===== src/rtl/counter_timer_pkg.sv =====
// Shared definitions for the chained counter/timer words: config bit layout
// and the byte-lane merge used by the value registers.
package counter_timer_pkg;

    localparam int CT_CFG_W       = 5;
    localparam int CT_CFG_ENABLE  = 0;
    localparam int CT_CFG_ONESHOT = 1;
    localparam int CT_CFG_UPDOWN  = 2;
    localparam int CT_CFG_CHAIN   = 3;
    localparam int CT_CFG_IRQENA  = 4;

    function automatic logic [31:0] ct_byte_merge(
        input logic [31:0] old_v,
        input logic [31:0] new_v,
        input logic [3:0]  be
    );
        logic [31:0] r;
        r = old_v;
        for (int i = 0; i < 4; i++) begin
            if (be[i]) begin
                r[8*i +: 8] = new_v[8*i +: 8];
            end
        end
        return r;
    endfunction

    // Unchained terminal test: up counts end at value_reset, down counts at 0.
    function automatic logic ct_terminal(
        input logic [31:0] v,
        input logic [31:0] rv,
        input logic        up
    );
        return up ? (v == rv) : (v == 32'd0);
    endfunction

endpackage


===== src/rtl/counter_timer_capture.sv =====
// Capture unit: synchronises an external capture strobe and latches the
// counter value on its rising edge. Read-only from the bus side.
module counter_timer_capture (
    input  logic        clkin,
    input  logic        resetn,
    input  logic        capture_in,
    input  logic [31:0] value,
    output logic [31:0] cap_value
);

    logic sync_1;
    logic sync_2;
    logic sync_3;
    logic rise;

    assign rise = sync_2 & ~sync_3;

    always_ff @(posedge clkin or negedge resetn) begin
        if (!resetn) begin
            sync_1    <= 1'b0;
            sync_2    <= 1'b0;
            sync_3    <= 1'b0;
            cap_value <= 32'd0;
        end else begin
            sync_1 <= capture_in;
            sync_2 <= sync_1;
            sync_3 <= sync_2;
            if (rise) begin
                cap_value <= value;
            end
        end
    end

endmodule


===== src/rtl/counter_timer_high.sv =====
// Upper word of the chained 64-bit counter/timer; also usable standalone.
// Optional capture unit enabled by COUNTER_TIMER_HIGH_CAPTURE_EN.
module counter_timer_high
    import counter_timer_pkg::*;
(
    input  logic        clkin,
    input  logic        resetn,
    input  logic        reg_cfg_we,
    input  logic [31:0] reg_cfg_di,
    output logic [31:0] reg_cfg_do,
    input  logic [3:0]  reg_val_we,
    input  logic [31:0] reg_val_di,
    output logic [31:0] reg_val_do,
    input  logic [3:0]  reg_dat_we,
    input  logic [31:0] reg_dat_di,
    output logic [31:0] reg_dat_do,
    input  logic        enable_in,
    input  logic        stop_in,
    input  logic        strobe,
    input  logic        is_offset,
    output logic        enable_out,
    output logic        stop_out,
    output logic        irq_out
`ifdef COUNTER_TIMER_HIGH_CAPTURE_EN
    ,
    input  logic        capture_in,
    output logic [31:0] reg_cap_do
`endif
);

    logic [CT_CFG_W-1:0] cfg;
    logic [31:0]         value_reset;
    logic [31:0]         value_cur;
    logic [31:0]         next_cur;
    logic                lastenable;
    logic                stop_reg;
    logic                stop_last;
    logic                irq_reg;
    logic                enable;
    logic                oneshot;
    logic                updown;
    logic                chain;
    logic                irq_ena;
    logic                loc_enable;
    logic                stop_chain;
    logic [31:0]         reload_val;
    logic                unused_cfg_bits;

    assign enable  = cfg[CT_CFG_ENABLE];
    assign oneshot = cfg[CT_CFG_ONESHOT];
    assign updown  = cfg[CT_CFG_UPDOWN];
    assign chain   = cfg[CT_CFG_CHAIN];
    assign irq_ena = cfg[CT_CFG_IRQENA];

    assign loc_enable = chain ? (enable & enable_in) : enable;
    assign reload_val = updown ? 32'd0 : value_reset;

    // With is_offset the low word's final pass ends one high-word step early.
    assign stop_chain = updown ?
        (is_offset ? ((value_cur + 32'd1) == value_reset) : (value_cur == value_reset)) :
        (value_cur == 32'd0);

    assign unused_cfg_bits = ^reg_cfg_di[31:CT_CFG_W];

    always_comb begin
        next_cur = value_cur;
        if (reg_dat_we != 4'b0000) begin
            next_cur = ct_byte_merge(value_cur, reg_dat_di, reg_dat_we);
        end else if (loc_enable) begin
            if (!lastenable) begin
                next_cur = reload_val;
            end else if (chain) begin
                // At the terminal the word waits for the low word's stop flag.
                if (stop_chain) begin
                    if (stop_in && !oneshot) begin
                        next_cur = reload_val;
                    end
                end else if (strobe) begin
                    next_cur = updown ? (value_cur + 32'd1) : (value_cur - 32'd1);
                end
            end else begin
                if (ct_terminal(value_cur, value_reset, updown)) begin
                    if (!oneshot) begin
                        next_cur = reload_val;
                    end
                end else begin
                    next_cur = updown ? (value_cur + 32'd1) : (value_cur - 32'd1);
                end
            end
        end
    end

    always_ff @(posedge clkin or negedge resetn) begin
        if (!resetn) begin
            cfg         <= '0;
            value_reset <= 32'd0;
            value_cur   <= 32'd0;
            lastenable  <= 1'b0;
            stop_reg    <= 1'b0;
            stop_last   <= 1'b0;
            irq_reg     <= 1'b0;
        end else begin
            if (reg_cfg_we) begin
                cfg <= reg_cfg_di[CT_CFG_W-1:0];
            end
            value_reset <= ct_byte_merge(value_reset, reg_val_di, reg_val_we);
            value_cur   <= next_cur;
            lastenable  <= loc_enable;

            // Registered terminal flag tracks the value being loaded this edge.
            if (!chain && loc_enable) begin
                stop_reg <= ct_terminal(next_cur, value_reset, updown);
            end else begin
                stop_reg <= 1'b0;
            end
            stop_last <= stop_reg;

            if (!loc_enable) begin
                irq_reg <= 1'b0;
            end else if (chain) begin
                irq_reg <= irq_ena & stop_chain & stop_in;
            end else begin
                irq_reg <= irq_ena & stop_reg & ~stop_last;
            end
        end
    end

    assign reg_cfg_do = {{(32-CT_CFG_W){1'b0}}, cfg};
    assign reg_val_do = value_reset;
    assign reg_dat_do = value_cur;
    assign enable_out = enable;
    assign stop_out   = chain ? stop_chain : stop_reg;
    assign irq_out    = irq_reg;

`ifdef COUNTER_TIMER_HIGH_CAPTURE_EN
    counter_timer_capture u_capture (
        .clkin      (clkin),
        .resetn     (resetn),
        .capture_in (capture_in),
        .value      (value_cur),
        .cap_value  (reg_cap_do)
    );
`endif

endmodule

===== config.mk =====
export PLATFORM = sky130hd
export DESIGN_NAME = counter_timer_high
export DESIGN_NICKNAME = d
export VERILOG_FILES = /design/src/rtl/counter_timer_pkg.sv /design/src/rtl/counter_timer_capture.sv /design/src/rtl/counter_timer_high.sv
export SDC_FILE = /design/constraint.sdc
export NUM_CORES = 1
export LEC_CHECK = 0
export CAP_MARGIN = 40
export CORE_ASPECT_RATIO = 0.5
export CORE_MARGIN = 5
export CORE_UTILIZATION = 25
export DETAILED_ROUTE_END_ITERATION = 7
export HOLD_SLACK_MARGIN = 0.1
export PLACE_DENSITY = 0.52
export SYNTH_ARGS = -nofsm -noshare
export SYNTH_HDL_FRONTEND = slang
export SYNTH_SLANG_ARGS = --single-unit

===== constraint.sdc =====
create_clock -name clkin -period 5.6 [get_ports clkin]
set_clock_uncertainty 0.15 [all_clocks]
set_input_delay 1.12 -clock clkin [delete_from_list [all_inputs] [get_ports clkin]]
set_output_delay 1.12 -clock clkin [all_outputs]
set_load 0.05 [all_outputs]

==> results of run 1 <==
==> cells in the final DEF, fill, tap and decap left out, types with 11 or more instances in the layout <==
cell / instances
buf_4: 341
clkdlybuf4s50_1: 153
nand2_1: 152
nor2_1: 118
o21ai_0: 74
a21oi_1: 71
dfrtp_1: 70
nand3_1: 59
nor3_1: 56
xnor2_1: 53
nand4_1: 45
inv_1: 43
mux2_2: 30
mux2i_1: 27
conb_1: 27
nor4_1: 24
and3_1: 24
a31oi_1: 24
o211ai_1: 22
a211oi_1: 21
or3_1: 18
or4_1: 18
o22ai_1: 18
xor2_1: 17
o221ai_1: 14
and2_1: 13
nand2b_1: 13
a21o_1: 13
a221oi_1: 11
==> final cells by class <==
class / count / area [um^2] / share of cell area
multi-input combinational: 1193 / 7700 / 0.516
timing repair buffer: 503 / 4240 / 0.284
sequential: 73 / 1830 / 0.123
tap: 540 / 676 / 0.0453
clock buffer: 14 / 274 / 0.0184
inverter: 43 / 161 / 0.0108
clock inverter: 2 / 35.0 / 0.00235
antenna: 2 / 5.00 / 0.000335
==> where the power goes <==
part / switching, W / internal [W]
Combinational: 0.00125 / 0.000707
Clock: 0.000266 / 0.000382
Sequential: 0.000125 / 0.000581
Total: 0.00164 / 0.00167
==> worst min-delay path by stage <==
stage	endpoint	slack, ns	cells after the start
3_3_place_gp	stop_last	0.24	0
2_1_floorplan	stop_last	0.22	0
4_1_cts	stop_last	0.27	0
6_report	stop_last	0.27	0
3_5_place_dp	stop_last	0.25	0
5_1_grt	stop_last	0.30	0
==> logic make-up after synthesis <==
group / after synthesis / synth area share
AOI/OAI and AO/OA: 420 / 0.292
other: 1 / 0.000364
and+or+nand+nor: 612 / 0.318
muxes: 60 / 0.0624
xor gates and xnor gates: 71 / 0.0604
buffers and inverters: 196 / 0.0858
adders and majority gates: 3 / 0.00365
DFF: 73 / 0.177
==> Yosys cell counts, drive strengths merged, types with 8 or more instances <==
library cell / n / area [um^2]
and4: 10 / 88.8
a22oi: 9 / 67.6
buf: 61 / 377
nor2: 120 / 450
and2: 13 / 81.3
or3: 18 / 113
o2111ai: 8 / 70.1
mux2: 33 / 372
nand4: 50 / 362
o21ai: 81 / 409
a211o: 9 / 78.8
a221oi: 12 / 105
a211oi: 22 / 170
and3: 24 / 150
mux2i: 27 / 270
nand2: 153 / 577
nor3: 59 / 317
nor4: 30 / 260
a31oi: 24 / 150
xor2: 18 / 158
o21a: 9 / 67.6
xnor2: 53 / 464
or2: 9 / 56.3
o211ai: 22 / 165
o31ai: 8 / 65.1
a21oi: 72 / 364
clkbuf: 92 / 345
or4: 20 / 154
nand3: 59 / 295
o221ai: 14 / 123
nor2b: 8 / 50.1
a21o: 13 / 97.6
dfrtp: 73 / 1830
o22ai: 18 / 113
nand2b: 13 / 81.3
inv: 43 / 161
==> metrics by stage <==
step	instance area (um^2)	std cells	TNS, ns	total power, W
5_1_grt	14900	2368	0	0.00338
2_1_floorplan	10400	1462	0	0.00162
4_1_cts	14900	2367	0	0.00323
6_report	14900	2370	0	0.00331
3_5_place_dp	14600	2351	-0.0880	0.00257
3_3_place_gp	14600	2349	-0.195	0.00258
==> worst max-delay path, cell delays in order, from the launching register on <==
cell and delay [ns]:
dfrtp_1 0.66, nand4_4 0.20, or3_1 0.58, buf_4 0.21, nor4_1 0.36, xnor2_1 0.27
buf_4 0.20, nor2_1 0.05, and4_1 0.32, buf_4 0.21, o211ai_1 0.22, nand3_1 0.30
o21a_1 0.39, nor4_1 0.33, o2111a_1 0.27, nand4b_1 0.23, o31ai_2 0.40
==> routing by layer <==
layer / track usage / part of all wire / up-vias / wire, um
li1: - / - / 6158 / -
met2: 0.429 / 0.38 / 1095 / 28900
met3: 0.146 / 0.16 / 161 / 12200
met1: 0.453 / 0.43 / 7157 / 32900
met5: 0 / 0 / - / 0
met4: 0.0910 / 0.033 / 0 / 2500
==> key figures, run 1 <==
Worst setup path
  – Kind of critical path: register to register
  – Worst Reg-to-Reg Cells: 16
  – RR Startpoint: reg_dat_do[5]
  – Worst Setup SP: reg_dat_do[5]
  – CP required: 5.71 ns
  – R2r setup slk: 0.13 ns
  – Crit end category: register
  – CP Data Arrival Time: 5.58 ns
  – Worst Setup Start Kind: register
  – R2r endpoint: stop_reg
  – Worst Path Max Fanout: 6
  – CP Capture Point: stop_reg

Yosys
  – Top FF cell, synth: dfrtp_1
  – Ys Warns: 0
  – Avg Synthesized Cell Area: 7.17 um^2
  – Post-synthesis cell area: 10300 um^2
  – Syn Inst Count: 1436
  – Number of synthesized flops with an enable pin: 0
  – FFs w/ async S/R, synth: 1.00
  – Yosys reg bits: 73
  – Register area share after synthesis: 0.177
  – Cell variety after synth: 101

Die
  – Row count: 52
  – Die Wd: 297 um
  – IO Count: 210
  – Initial Utilization: 0.254
  – Die area: 45600 um^2
  – Die height: 153 um
  – Core region area: 40500 um^2

STA
  – Final Hold Vio Count: 0
  – RSZ-0062 raised after global routing: false
  – Period utilization: 0.978
  – Worst Max-Slew Pin Slew: 0.975 ns
  – Slew Limit Fails: 0
  – Setup WS post-layout: 0.126 ns
  – Fin crit period: 5.47 ns
  – Final hold slack: 0.274 ns
  – Worst slew margin: 0.347
  – Setup-failing EPs final: 0
  – Fmax: 183 MHz

Drt
  – Drt pass-1 iters: 6
  – Final ANT Viol Nets: 0
  – Initial drt markers: 2727
  – Via Count: 14600
  – DR vias/cell: 6.15
  – Post-Route WL: 76500 um
  – Drc violations: 0
  – Routed length per placed instance: 32.3 um

Global route
  – Vias in the first global route: 13500
  – Grt total ovfl: 0
  – First-pass GRT wire length: 105000 um
  – Initial antenna violation count: 2
  – Largest net degree at the start of global routing: 44
  – Total track usage: 0.319

Clock tree
  – CTS max path bufs: 2
  – Post_cts resized: 0
  – H-tree depth: 3
  – Post-CTS Setup Inserts: 0
  – Reg clk slew, reported paths: 0.06 ns
  – CTS tree: done
  – Clk_lat worst skew: 0.38 ns
  – CTS Sinks: 73
  – CTS Hold Bufs: 0
  – CTS root buffer: clkbuf_16
  – Cts bufs inserted: 9

Pwr
  – Power per cell area: 221 nW/um^2
  – Max IR drop VDD: 143 uV
  – Leakage: 6.04 nW

Placed design
  – Gpl congestion: 1.10
  – Pre-CTS setup slack: -0.0880 ns
  – IO buf count: 155
  – Post-DP HPWL: 62500 um

Layout
  – Final Util: 0.368
  – Area Overhead vs Synth: 45.0%
  – Layout cells sized above 1: 0.245
  – Filler Cell Count: 4388
  – Final nets: 1937

Run
  – Max-Cap Viols: 0

Min path
  – Worst hold path type: register to register
  – Hold path start: stop_reg

Status
  – Status: completed
No activity file was read; power rests on OpenSTA's default activity.
==> inputs of run 2 (changes only) <==
- CAP_MARGIN: 40 -> not set
==> run 2 against run 1 <==
Net effect: the flow now finishes with violations (capacitance limit, slew limit); die area unchanged; routed wire length increased by 0.22%; worst hold slack got worse by 0.0025 ns; sequential cell count unchanged; non-clock buffer count decreased by 3.
==> key figures, run 2 (synthesis results as in run 1) <==
STA
  – Fin crit period: 5.59 ns (+0.112 ns)
  – Setup WS post-layout: 0.0140 ns (-0.112 ns)
  – Worst slew margin: -0.0100 (-0.357)
  – Final hold slack: 0.272 ns (-0.00252 ns)
  – Setup-failing EPs final: 0 (unchanged)
  – Fmax: 179 MHz (-2.0%)
  – Final Hold Vio Count: 0 (unchanged)
  – Period utilization: 0.997 (+0.0199)
  – Worst Max-Slew Pin Slew: 1.50 ns (+0.521 ns)
  – Slew Limit Fails: 1 (+1)

Min path
  – Worst hold path type: register to register
  – Hold Path Depth: 0 (unchanged)
  – Hold path start: stop_reg

Drt
  – Drt pass-1 iters: 8 (+2)
  – Final ANT Viol Nets: 0 (unchanged)
  – Routed length per placed instance: 32.4 um (+0.43%)
  – Via Count: 14700 (+0.80%)
  – Post-Route WL: 76600 um (+0.22%)
  – DR vias/cell: 6.21 (+1.0%)
  – Initial drt markers: 2325 (-15%)
  – Drc violations: 0 (unchanged)

Pwr
  – Logic pwr share: 0.591 (about the same)
  – P_int: 0.00167 W (about the same)
  – Switching Fraction: 0.495 (about the same)
  – Switch Pwr: 0.00164 W (about the same)
  – Power per cell area: 222 nW/um^2 (about the same)
  – Max IR drop VDD: 160 uV (+12%)
  – Clock network fraction of total power: 0.195 (about the same)
  – Leakage: 6.04 nW (about the same)
  – Sequential share of power: 0.214 (about the same)

Global route
  – First-pass GRT wire length: 105000 um (+0.24%)
  – Initial antenna violation count: 3 (+1)
  – Total track usage: 0.320 (+0.000653)
  – Largest net degree at the start of global routing: 44 (unchanged)
  – Vias in the first global route: 13600 (+0.99%)
  – Grt total ovfl: 0 (unchanged)

Layout
  – Final Util: 0.368 (unchanged)
  – Filler Cell Count: 4337 (-1.2%)
  – N_diodes: 0 (-2)
  – Area Overhead vs Synth: 45.0% (unchanged)
  – Final nets: 1934 (-0.15%)
  – Layout cells sized above 1: 0.244 (about the same)
  – Most common cell after layout, fill and taps aside: buf_4
  – Most frequent cells in the layout: buf_4, clkdlybuf4s50_1, nand2_1

Die
  – IO Count: 210 (unchanged)
  – Row count: 52 (unchanged)
  – Die Wd: 297 um (unchanged)
  – Initial Utilization: 0.254 (unchanged)
  – Core region area: 40500 um^2 (unchanged)
  – Die height: 153 um (unchanged)
  – Die area: 45600 um^2 (unchanged)

Worst setup path
  – R2r endpoint: stop_reg
  – Kind of critical path: register to register
  – R2r setup slk: 0.01 ns (-0.11 ns)
  – Worst Setup SP: reg_dat_do[16]
  – Worst Setup Start Kind: register
  – CP required: 5.71 ns (about the same)
  – CP Data Arrival Time: 5.69 ns (+0.11 ns)
  – RR Startpoint: reg_dat_do[16]
  – Worst Path Max Fanout: 5 (-1)
  – Crit end category: register
  – CP Capture Point: stop_reg
  – Worst Reg-to-Reg Cells: 17 (+1)

Placed design
  – Pre-CTS setup slack: -0.151 ns (-0.0633 ns)
  – Post-DP HPWL: 62600 um (+0.16%)
  – Gpl congestion: 1.10 (unchanged)
  – IO buf count: 155 (unchanged)

Clock tree
  – H-tree depth: 3 (unchanged)
  – CTS Hold Bufs: 0 (unchanged)
  – Cts bufs inserted: 9 (unchanged)
  – CTS tree: done
  – Clk_lat worst skew: 0.38 ns (about the same)
  – CTS Sinks: 73 (unchanged)
  – CTS max path bufs: 2 (unchanged)
  – CTS root buffer: clkbuf_16
  – Reg clk slew, reported paths: 0.07 ns (about the same)

Status
  – Failing checks: capacitance limit, slew limit
  – Status: finished, violations left

Run
  – Max-Cap Viols: 1 (+1)
[run 2: worst min-delay path by stage]
stage | end | slack (ns)
after floorplan | stop_last | 0.22
after global placement | stop_last | 0.24
after detailed placement | stop_last | 0.25
after CTS | stop_last | 0.28
after global routing | stop_last | 0.31
final | stop_last | 0.27
[run 2: layer usage]
layer  global-route usage  routed length, um  up-vias  share of wire
met5                    0                 12        -        0.00016
met4               0.0867               2770        2          0.036
met3                0.149              12100      179           0.16
met2                0.429              28700     1142           0.37
met1                0.454              33000     7223           0.43
li1                     -                  -     6141              -
[run 2: layout make-up]
cell class / count / area [um^2] / area share
inverter: 43 / 161 / 0.0108
sequential: 73 / 1830 / 0.123
tap: 540 / 676 / 0.0453
clock inverter: 2 / 35.0 / 0.00235
multi-input combinational: 1193 / 7730 / 0.518
timing repair buffer: 500 / 4220 / 0.283
clock buffer: 14 / 274 / 0.0184
[run 2: critical path, stage by stage (launching register included)]
cell       delay (ns)
dfrtp_1          0.66
buf_12           0.16
and3_1           0.30
nand3_1          0.16
a211o_1          0.26
a2111o_1         0.46
a2111oi_4        0.36
buf_4            0.19
buf_4            0.12
and4_2           0.28
nor3_1           0.07
o41ai_1          1.25
xnor2_1          0.21
o2111ai_1        0.13
nor4_1           0.30
buf_4            0.18
nand4_1          0.10
o31ai_2          0.11
[run 2: power by group through the flow]
stage	Combinational, W	Clock (W)	Sequential [W]
after floorplan	0.000785	0	0.000831
after global placement	0.00187	0	0.000705
after detailed placement	0.00186	0	0.000704
after CTS	0.00187	0.000659	0.000694
after global routing	0.00200	0.000680	0.000707
final	0.00195	0.000646	0.000707
[run 2: timing repair]
| action | CTS | global route |
|---|---|---|
| resized for setup | 0 | 8 |
| setup endpoints to repair | 0 | 2 |
| buffers inserted | 0 | 0 |
[run 2: per-stage QoR]
| step | total power, W | setup TNS (ns) | std cells | area, um^2 |
|---|---|---|---|---|
| floorplan | 0.00162 | 0 | 1462 | 10400 |
| global placement | 0.00258 | -0.195 | 2349 | 14600 |
| detailed placement | 0.00257 | -0.151 | 2349 | 14600 |
| CTS | 0.00322 | 0 | 2365 | 14900 |
| global route | 0.00339 | -0.0227 | 2365 | 14900 |
| finish | 0.00331 | 0 | 2365 | 14900 |
